**src/rtl/dual_port_ram.sv**
```systemverilog
// Single-clock 16x8 RAM: port 0 writes or reads, port 1 reads only.
// Read-first on same-address collision; async active-high reset clears array and outputs.
module dual_port_ram #(
    parameter int unsigned addr_width = 4,
    parameter int unsigned data_width = 8,
    parameter int unsigned depth      = 16
) (
    input  logic                  clk,
    input  logic                  rst,
    input  logic                  wr_en,
    input  logic [data_width-1:0] data_in,
    input  logic [addr_width-1:0] addr_in_0,
    input  logic [addr_width-1:0] addr_in_1,
    input  logic                  port_en_0,
    input  logic                  port_en_1,
    output logic [data_width-1:0] data_out_0,
    output logic [data_width-1:0] data_out_1
);

    logic [data_width-1:0] r_mem [depth];
    logic [data_width-1:0] r_data_out_0;
    logic [data_width-1:0] r_data_out_1;
    logic                  w_wr;
    logic                  w_rd_0;

    assign w_wr   = port_en_0 & wr_en;
    assign w_rd_0 = port_en_0 & ~wr_en;

    // Array storage; the whole array is cleared by reset
    always_ff @(posedge clk or posedge rst) begin
        if (rst) begin
            for (int unsigned i = 0; i < depth; i++) begin
                r_mem[i] <= '0;
            end
        end else if (w_wr) begin
            r_mem[addr_in_0] <= data_in;
        end
    end

    // Read registers sample the pre-write contents, giving read-first collisions
    always_ff @(posedge clk or posedge rst) begin
        if (rst) begin
            r_data_out_0 <= '0;
            r_data_out_1 <= '0;
        end else begin
            if (w_rd_0) begin
                r_data_out_0 <= r_mem[addr_in_0];
            end
            if (port_en_1) begin
                r_data_out_1 <= r_mem[addr_in_1];
            end
        end
    end

    assign data_out_0 = r_data_out_0;
    assign data_out_1 = r_data_out_1;

endmodule

```
**config.mk**
```make
export PLATFORM = sky130hd
export DESIGN_NAME = dual_port_ram
export DESIGN_NICKNAME = d
export VERILOG_FILES = /design/src/rtl/dual_port_ram.sv
export SDC_FILE = /design/constraint.sdc
export NUM_CORES = 1
export LEC_CHECK = 0
export CAP_MARGIN = 40
export CORE_MARGIN = 4
export CORE_UTILIZATION = 40
export CTS_CLUSTER_DIAMETER = 30
export CTS_CLUSTER_SIZE = 12
export DETAILED_ROUTE_END_ITERATION = 10
export GPL_TIMING_DRIVEN = 0
export PLACE_DENSITY_LB_ADDON = 0.25
export RECOVER_POWER = 50
export SKIP_CTS_REPAIR_TIMING = 1
export SYNTH_ARGS = -nofsm -noshare
export SYNTH_HDL_FRONTEND = slang
export SYNTH_SLANG_ARGS = --single-unit
```
**constraint.sdc**
```tcl
create_clock -name clk -period 9.4 [get_ports clk]
set_input_delay 1.88 -clock clk [delete_from_list [all_inputs] [get_ports clk]]
set_output_delay 1.88 -clock clk [all_outputs]
set_load 0.02 [all_outputs]
```
==> results of run 1 <==
## layout by cell type (no fill, tap or decap), types with 2 or more instances in the layout
cell type / synthesis / final
dfrtp_1: 144 / 144
mux2_2: 143 / 143
mux4_2: 56 / 56
o22ai_1: 28 / 28
clkdlybuf4s50_1: 0 / 21
clkbuf_16: 0 / 17
mux2i_1: 16 / 16
clkbuf_1: 11 / 15
buf_2: 13 / 13
a21oi_1: 12 / 12
nor2_2: 9 / 9
nor2_1: 9 / 9
dlygate4sd3_1: 0 / 9
nand2b_1: 8 / 8
nand2_1: 7 / 7
buf_4: 6 / 6
buf_6: 4 / 5
a211oi_1: 4 / 4
o221ai_1: 4 / 4
clkbuf_8: 0 / 4
clkinv_2: 0 / 4
nand4b_1: 2 / 2
nor2b_1: 2 / 2
bufinv_16: 0 / 2
## layout make-up
type	count	area, um^2	area share [%]
plain buffers	36	215.2	2.489
repair buffers	32	339.1	3.921
flip-flops and latches	144	3603	41.67
clock buffers	25	495.5	5.730
clock inverters	6	80.08	0.9261
multi-input cells	307	3622	41.89
inverters	1	5.005	0.05788
well taps	229	286.5	3.314
## state kept, by name, summed over array words and instances, names as in the netlist
register	flops
r_mem	128
data_out_0	8
data_out_1	8
## layer usage
layer  GRT usage [%]  share of wire (%)  vias to the layer above
met1           33.60                 42                     2687
li1                -                  -                     2002
met3           6.184                8.6                       56
met5               0                  0                        -
met2           34.41                 46                      286
met4           8.002                3.2                        0
## synthesized netlist by cell type
master,number,area share (%)
buf_4,6,0.60
buf_8,1,0.20
buf_6,4,0.60
or2_2,1,0.084
nand4b_1,2,0.24
nor3_2,1,0.13
buf_1,1,0.050
nor3_4,1,0.22
clkbuf_1,11,0.55
a21oi_1,12,0.81
nand2_1,7,0.35
nor2_2,9,0.76
nor2_1,9,0.45
buf_2,13,0.87
nor3b_1,1,0.10
nand4_4,1,0.29
nand2b_1,8,0.67
mux2_1,1,0.15
a211oi_1,4,0.40
dfrtp_1,144,48
nor4_4,1,0.29
inv_1,1,0.050
mux2i_1,16,2.2
mux4_2,56,17
mux2_2,143,22
o22ai_1,28,2.4
nor2b_1,2,0.17
o221ai_1,4,0.47
## kinds of logic after synthesis
logic type	synth area share, %
multiplexers	40.87
buffers and inverters	2.941
AND/OR/NAND/NOR	3.748
flip-flops	48.40
AO/OA/AOI/OAI	4.034
## final timing paths
| path | start | end | slack [ns] | depth (start not counted) |
|---|---|---|---|---|
| worst max-delay path | rst | r_mem[59]$_DFFE_PP0P_ | 4.48 | 2 |
| worst min-delay path | r_mem[90]$_DFFE_PP0P_ | r_mem[90]$_DFFE_PP0P_ | 0.52 | 1 |
| worst max register to register | r_mem[2]$_DFFE_PP0P_ | data_out_1[2]$_DFFE_PP0P_ | 7.88 | 4 |
| worst min register to register | r_mem[90]$_DFFE_PP0P_ | r_mem[90]$_DFFE_PP0P_ | 0.52 | 1 |
| max in group clk | port_en_0 | data_out_0[7]$_DFFE_PP0P_ | 5.32 | 6 |
| min in group asynchronous | rst | r_mem[65]$_DFFE_PP0P_ | 3.13 | 2 |
## through the flow
stage / setup slack (ns) / area (um^2) / hold slack, ns / utilization, %
after CTS: 5.379 / 8651 / 0.5239 / 47.67
after global placement: 1.786 / 8031 / 0.5053 / 44.26
final: 4.475 / 8647 / 0.5232 / 47.65
after detailed placement: 4.976 / 8075 / 0.5114 / 44.50
after global routing: 3.776 / 8647 / 0.5436 / 47.65
after floorplan: 3.654 / 7445 / 0.4764 / -
## power groups by stage
stage | logic [uW] | clock network, uW | registers, uW
global route | 404 | 699 | 850
floorplan | 273 | 0 | 819
detailed placement | 378 | 0 | 843
global placement | 367 | 0 | 837
CTS | 381 | 670 | 833
finish | 378 | 660 | 836
==> metrics.txt, run 1 <==
outcome finished, violations left; failing checks capacitance limit, slew limit; PwrDens 216.8 mW/mm^2; Switching Share 26.24%; Initial Util 41.02%; Req. time, crit path 9.22 ns; layout cells sized above 1 48.46%; number of inserted diodes 0; antenna viol nets, final 0; delay-heaviest family, CP buffers and inverters; Worst Setup End Kind asynchronous set/reset pin; Final Hold Viols 0; Final Critical Period 4.925 ns; nets 560; site row count 49; total negative slack 0 ns; Post-Syn Instances 488; post-synthesis cell area 0.007445 mm^2; CP Data Arrival Time 4.75 ns; Max stage delay cell, worst path clkinvlp_2; Die W 144.4 um; period utilization 52.39%; syn avg cell area 15.26 um^2; port bufs 30; max_cap viols 1; combinational fraction of design power 20.2%; DRT Wirelength 23.22 mm; drt first pass iters 5; unrepaired setup endpoints after global routing no; critical path's largest stage delay 2.26 ns; Critical Path, Cell by Cell dlygate4sd3_1 > clkinvlp_2; CP max FO 88; routed vias/inst 6.450; Crit Path Class in2async; worst path bufs/invs 2; HPWL after DPL 14.49 mm; Clock Latency Late Sink 0.42 ns; switching pwr 491.8 uW; # placed instances 749; Int Power 1383 uW; Max Clock Freq 0.2031 GHz; area delta synth->final 16.15%; Post-Syn Nets 509; Total Die Area 0.02086 mm^2; Clk Tree Root Cell clkbuf_16; Slew @ Worst Pin 4.041 ns; CTS tree done; gpl congestion 0.8603; largest net degree at the start of global routing 89; vias in the first global route 5,089; DR WL/cell 29.77 um; share of power burned in registers 44.6%; first-pass GRT wire length 34.20 mm; H-tree Lvls 4; via count 5,031; fin cells 780; Hold WC Path Type reg2reg; final setup skew 0.004918 ns; Core Region 0.01815 mm^2; Setup violations, final 0; Die Height 144.4 um; I/O pin count 37; synthesized flop and latch total 144; initial detailed-routing violation count 461; Synth warnings 0; clock power share 35.2%; Filler Cell Count 1,584; slew margin rel. -170.9%; sequential-to-total area share from yosys stat 48.40%; maximum VDD drop 0.1502 mV; GRT Util Overall 23.33%; Inserted Clock Buffers 17; Clock transition at path regs 0.06 ns; clock sink count 144; synth unique cells 28; P_leak 0.003645 uW; startpoint types primary input; Final Max Slew Viols 88; total grt overflow 0; drc violations 0; total power 1874 uW; initial antenna violation count 0; Max Buffers Root-to-Sink 2
Power figures use the tool's default switching activity.
==> run 2, diff against run 1 <==
clock period = 4.75 ns   (was 9.4 ns; I/O delays follow)
==> run 2 against run 1 <==
The flow still finishes with violations (capacitance limit, slew limit). Final area up 1.0%. Worst setup slack worse by 2.9 ns. Die area unchanged. Sequential power up 97%. Non-clock buffer count up 2. Register-to-register slack worse by 4.7 ns. Critical endpoint is now data_out_0[7]$_DFFE_PP0P_. Largest power group unchanged.
==> metrics.txt, run 2 (synthesized netlist as in run 1, its figures left out) <==
Final Hold Viols 0 (unchanged); register with the most flip-flops r_mem; commonest non-fill, non-tap cell in the layout dfrtp_1; gpl congestion 0.8622 (+0.22%); Total Die Area 0.02086 mm^2 (unchanged); hold path cells 1 (unchanged); leading cell types in the layout, fill and taps excluded 144 x dfrtp_1, 143 x mux2_2, 56 x mux4_2; PwrDens 446.0 mW/mm^2 (+110%); Hold WS 0.5288 ns (+0.005642 ns); Inserted Clock Buffers 17 (unchanged); CTS tree done; Final Critical Period 3.197 ns; Filler Cell Count 1,545 (-2.5%); total grt overflow 0 (unchanged); clock sink count 144 (unchanged); Initial Util 41.02% (unchanged); Worst Setup End Kind register; Die W 144.4 um (unchanged); total negative slack 0 ns (unchanged); first-pass GRT wire length 34.28 mm (+0.24%); HPWL after DPL 14.51 mm (+0.18%); RR Endpoint data_out_1[5]$_DFFE_PP0P_; failing checks capacitance limit, slew limit; maximum VDD drop 0.2514 mV (+67%); Setup violations, final 0 (unchanged); Reg2Reg Setup Slack 3.23 ns (-4.65 ns); Crit Path Class in2reg; GRT Util Overall 23.47% (+0.14 points); Slew @ Worst Pin 1.649 ns (-2.391 ns); drc violations 0 (unchanged); period utilization 67.31%; number of flip-flops in the largest register 128 (unchanged); DR WL/cell 29.78 um (about the same); DRT Wirelength 23.23 mm (about the same); largest net degree at the start of global routing 41 (-54%); vias in the first global route 5,243 (+3.0%); Final Max Slew Viols 33 (-63%); drt first pass iters 4 (-1); worst hold endpoint r_mem[65]$_DFFE_PP0P_; sequential cell area 0.003603 mm^2 (unchanged); startpoint types primary input; r2r worst-path depth 4 (unchanged); Clock transition at path regs 0.06 ns (about the same); Die Height 144.4 um (unchanged); Worst Min Path Start r_mem[65]$_DFFE_PP0P_; via count 4,955 (-1.5%); number of inserted diodes 0 (unchanged); port bufs 30 (unchanged); CP max FO 10 (-89%); Clock Latency Late Sink 0.43 ns (about the same); initial antenna violation count 0 (unchanged); CP Data Arrival Time 3.50 ns (-1.25 ns); Core Region 0.01815 mm^2 (unchanged); multi-input logic area 0.003602 mm^2 (-0.55%); layout cells sized above 1 48.28% (-0.18 points); Clk Tree Root Cell clkbuf_16; Max Buffers Root-to-Sink 2 (unchanged); Hold WC Path Type reg2reg; H-tree Lvls 4 (unchanged); I/O pin count 37 (unchanged); Max Clock Freq 0.3128 GHz; antenna viol nets, final 0 (unchanged); initial detailed-routing violation count 424 (-8.0%); P_leak 0.003685 uW (+1.1%); Req. time, crit path 5.05 ns (-4.17 ns); unrepaired setup endpoints after global routing no; slew margin rel. -10.56% (+160 points); routed vias/inst 6.353 (-1.5%); max_cap viols 1 (unchanged); final setup skew 0.008795 ns (+0.003877 ns); site row count 49 (unchanged); outcome finished, violations left; r2r startpoint r_mem[21]$_DFFE_PP0P_; area delta synth->final 17.33%; nets 562 (+0.36%)
run 2: changes by cell type in the layout (fill, tap and decap cells not counted), sizes merged:
cell | before | now
dlygate4sd3 | 9 | 6
buf | 27 | 28
clkdlybuf4s50 | 21 | 24
clkinv | 4 | 0
bufinv | 2 | 5
run 2: worst max-delay path: stages:
cell and delay (ns):
dlygate4sd3_1 0.66, nor2b_1 0.15, buf_1 0.62, nand2_1 0.62, a211oi_1 0.39, nor2_1 0.10
run 2: per-stage QoR:
stage / std cells / instance area (um^2) / power, uW / util [%] / worst slack [ns]
4_1_cts: 780 / 8758 / 3911 / 48.26 / 1.635
2_1_floorplan: 488 / 7448 / 2161 / - / 1.995
6_report: 780 / 8735 / 3895 / 48.13 / 1.553
3_5_place_dp: 751 / 8107 / 2419 / 44.67 / 1.243
3_3_place_gp: 747 / 8035 / 2384 / 44.28 / 0.7930
5_1_grt: 780 / 8735 / 4050 / 48.13 / 1.461
run 2: layout make-up:
class | count | share of cell area [%]
sequential | 144 | 41.25
multi-input combinational | 307 | 41.24
clock buffer | 24 | 5.744
timing repair buffer | 34 | 4.254
tap | 229 | 3.280
buffer | 36 | 2.450
clock inverter | 5 | 1.719
inverter | 1 | 0.05730
run 2: worst max-delay path by stage:
stage                     startpoint                        end  slack [ns]  cells after the start
after global routing       port_en_0  data_out_0[7]$_DFFE_PP0P_        1.46                      6
final                          wr_en  data_out_0[7]$_DFFE_PP0P_        1.55                      6
after detailed placement   port_en_0  data_out_0[7]$_DFFE_PP0P_        1.24                      6
after global placement           rst      r_mem[14]$_DFFE_PP0P_        0.79                      2
after floorplan                  rst  data_out_0[0]$_DFFE_PP0P_        1.99                      1
after CTS                  port_en_0  data_out_0[7]$_DFFE_PP0P_        1.63                      6
run 2: power breakdown:
part / switching [uW] / internal, uW
clock: 496 / 994
combinational: 300 / 452
sequential: 189 / 1470
run 2: routing by layer:
| metal | part of all wire, % | vias to the layer above | wire [um] | track usage, % |
|---|---|---|---|---|
| met5 | 0 | - | 0 | 0 |
| met4 | 4.2 | 0 | 970 | 10.51 |
| met3 | 8.7 | 73 | 2021 | 8.036 |
| met2 | 45 | 259 | 10390 | 33.80 |
| met1 | 42 | 2616 | 9854 | 32.26 |
| li1 | - | 2007 | - | - |
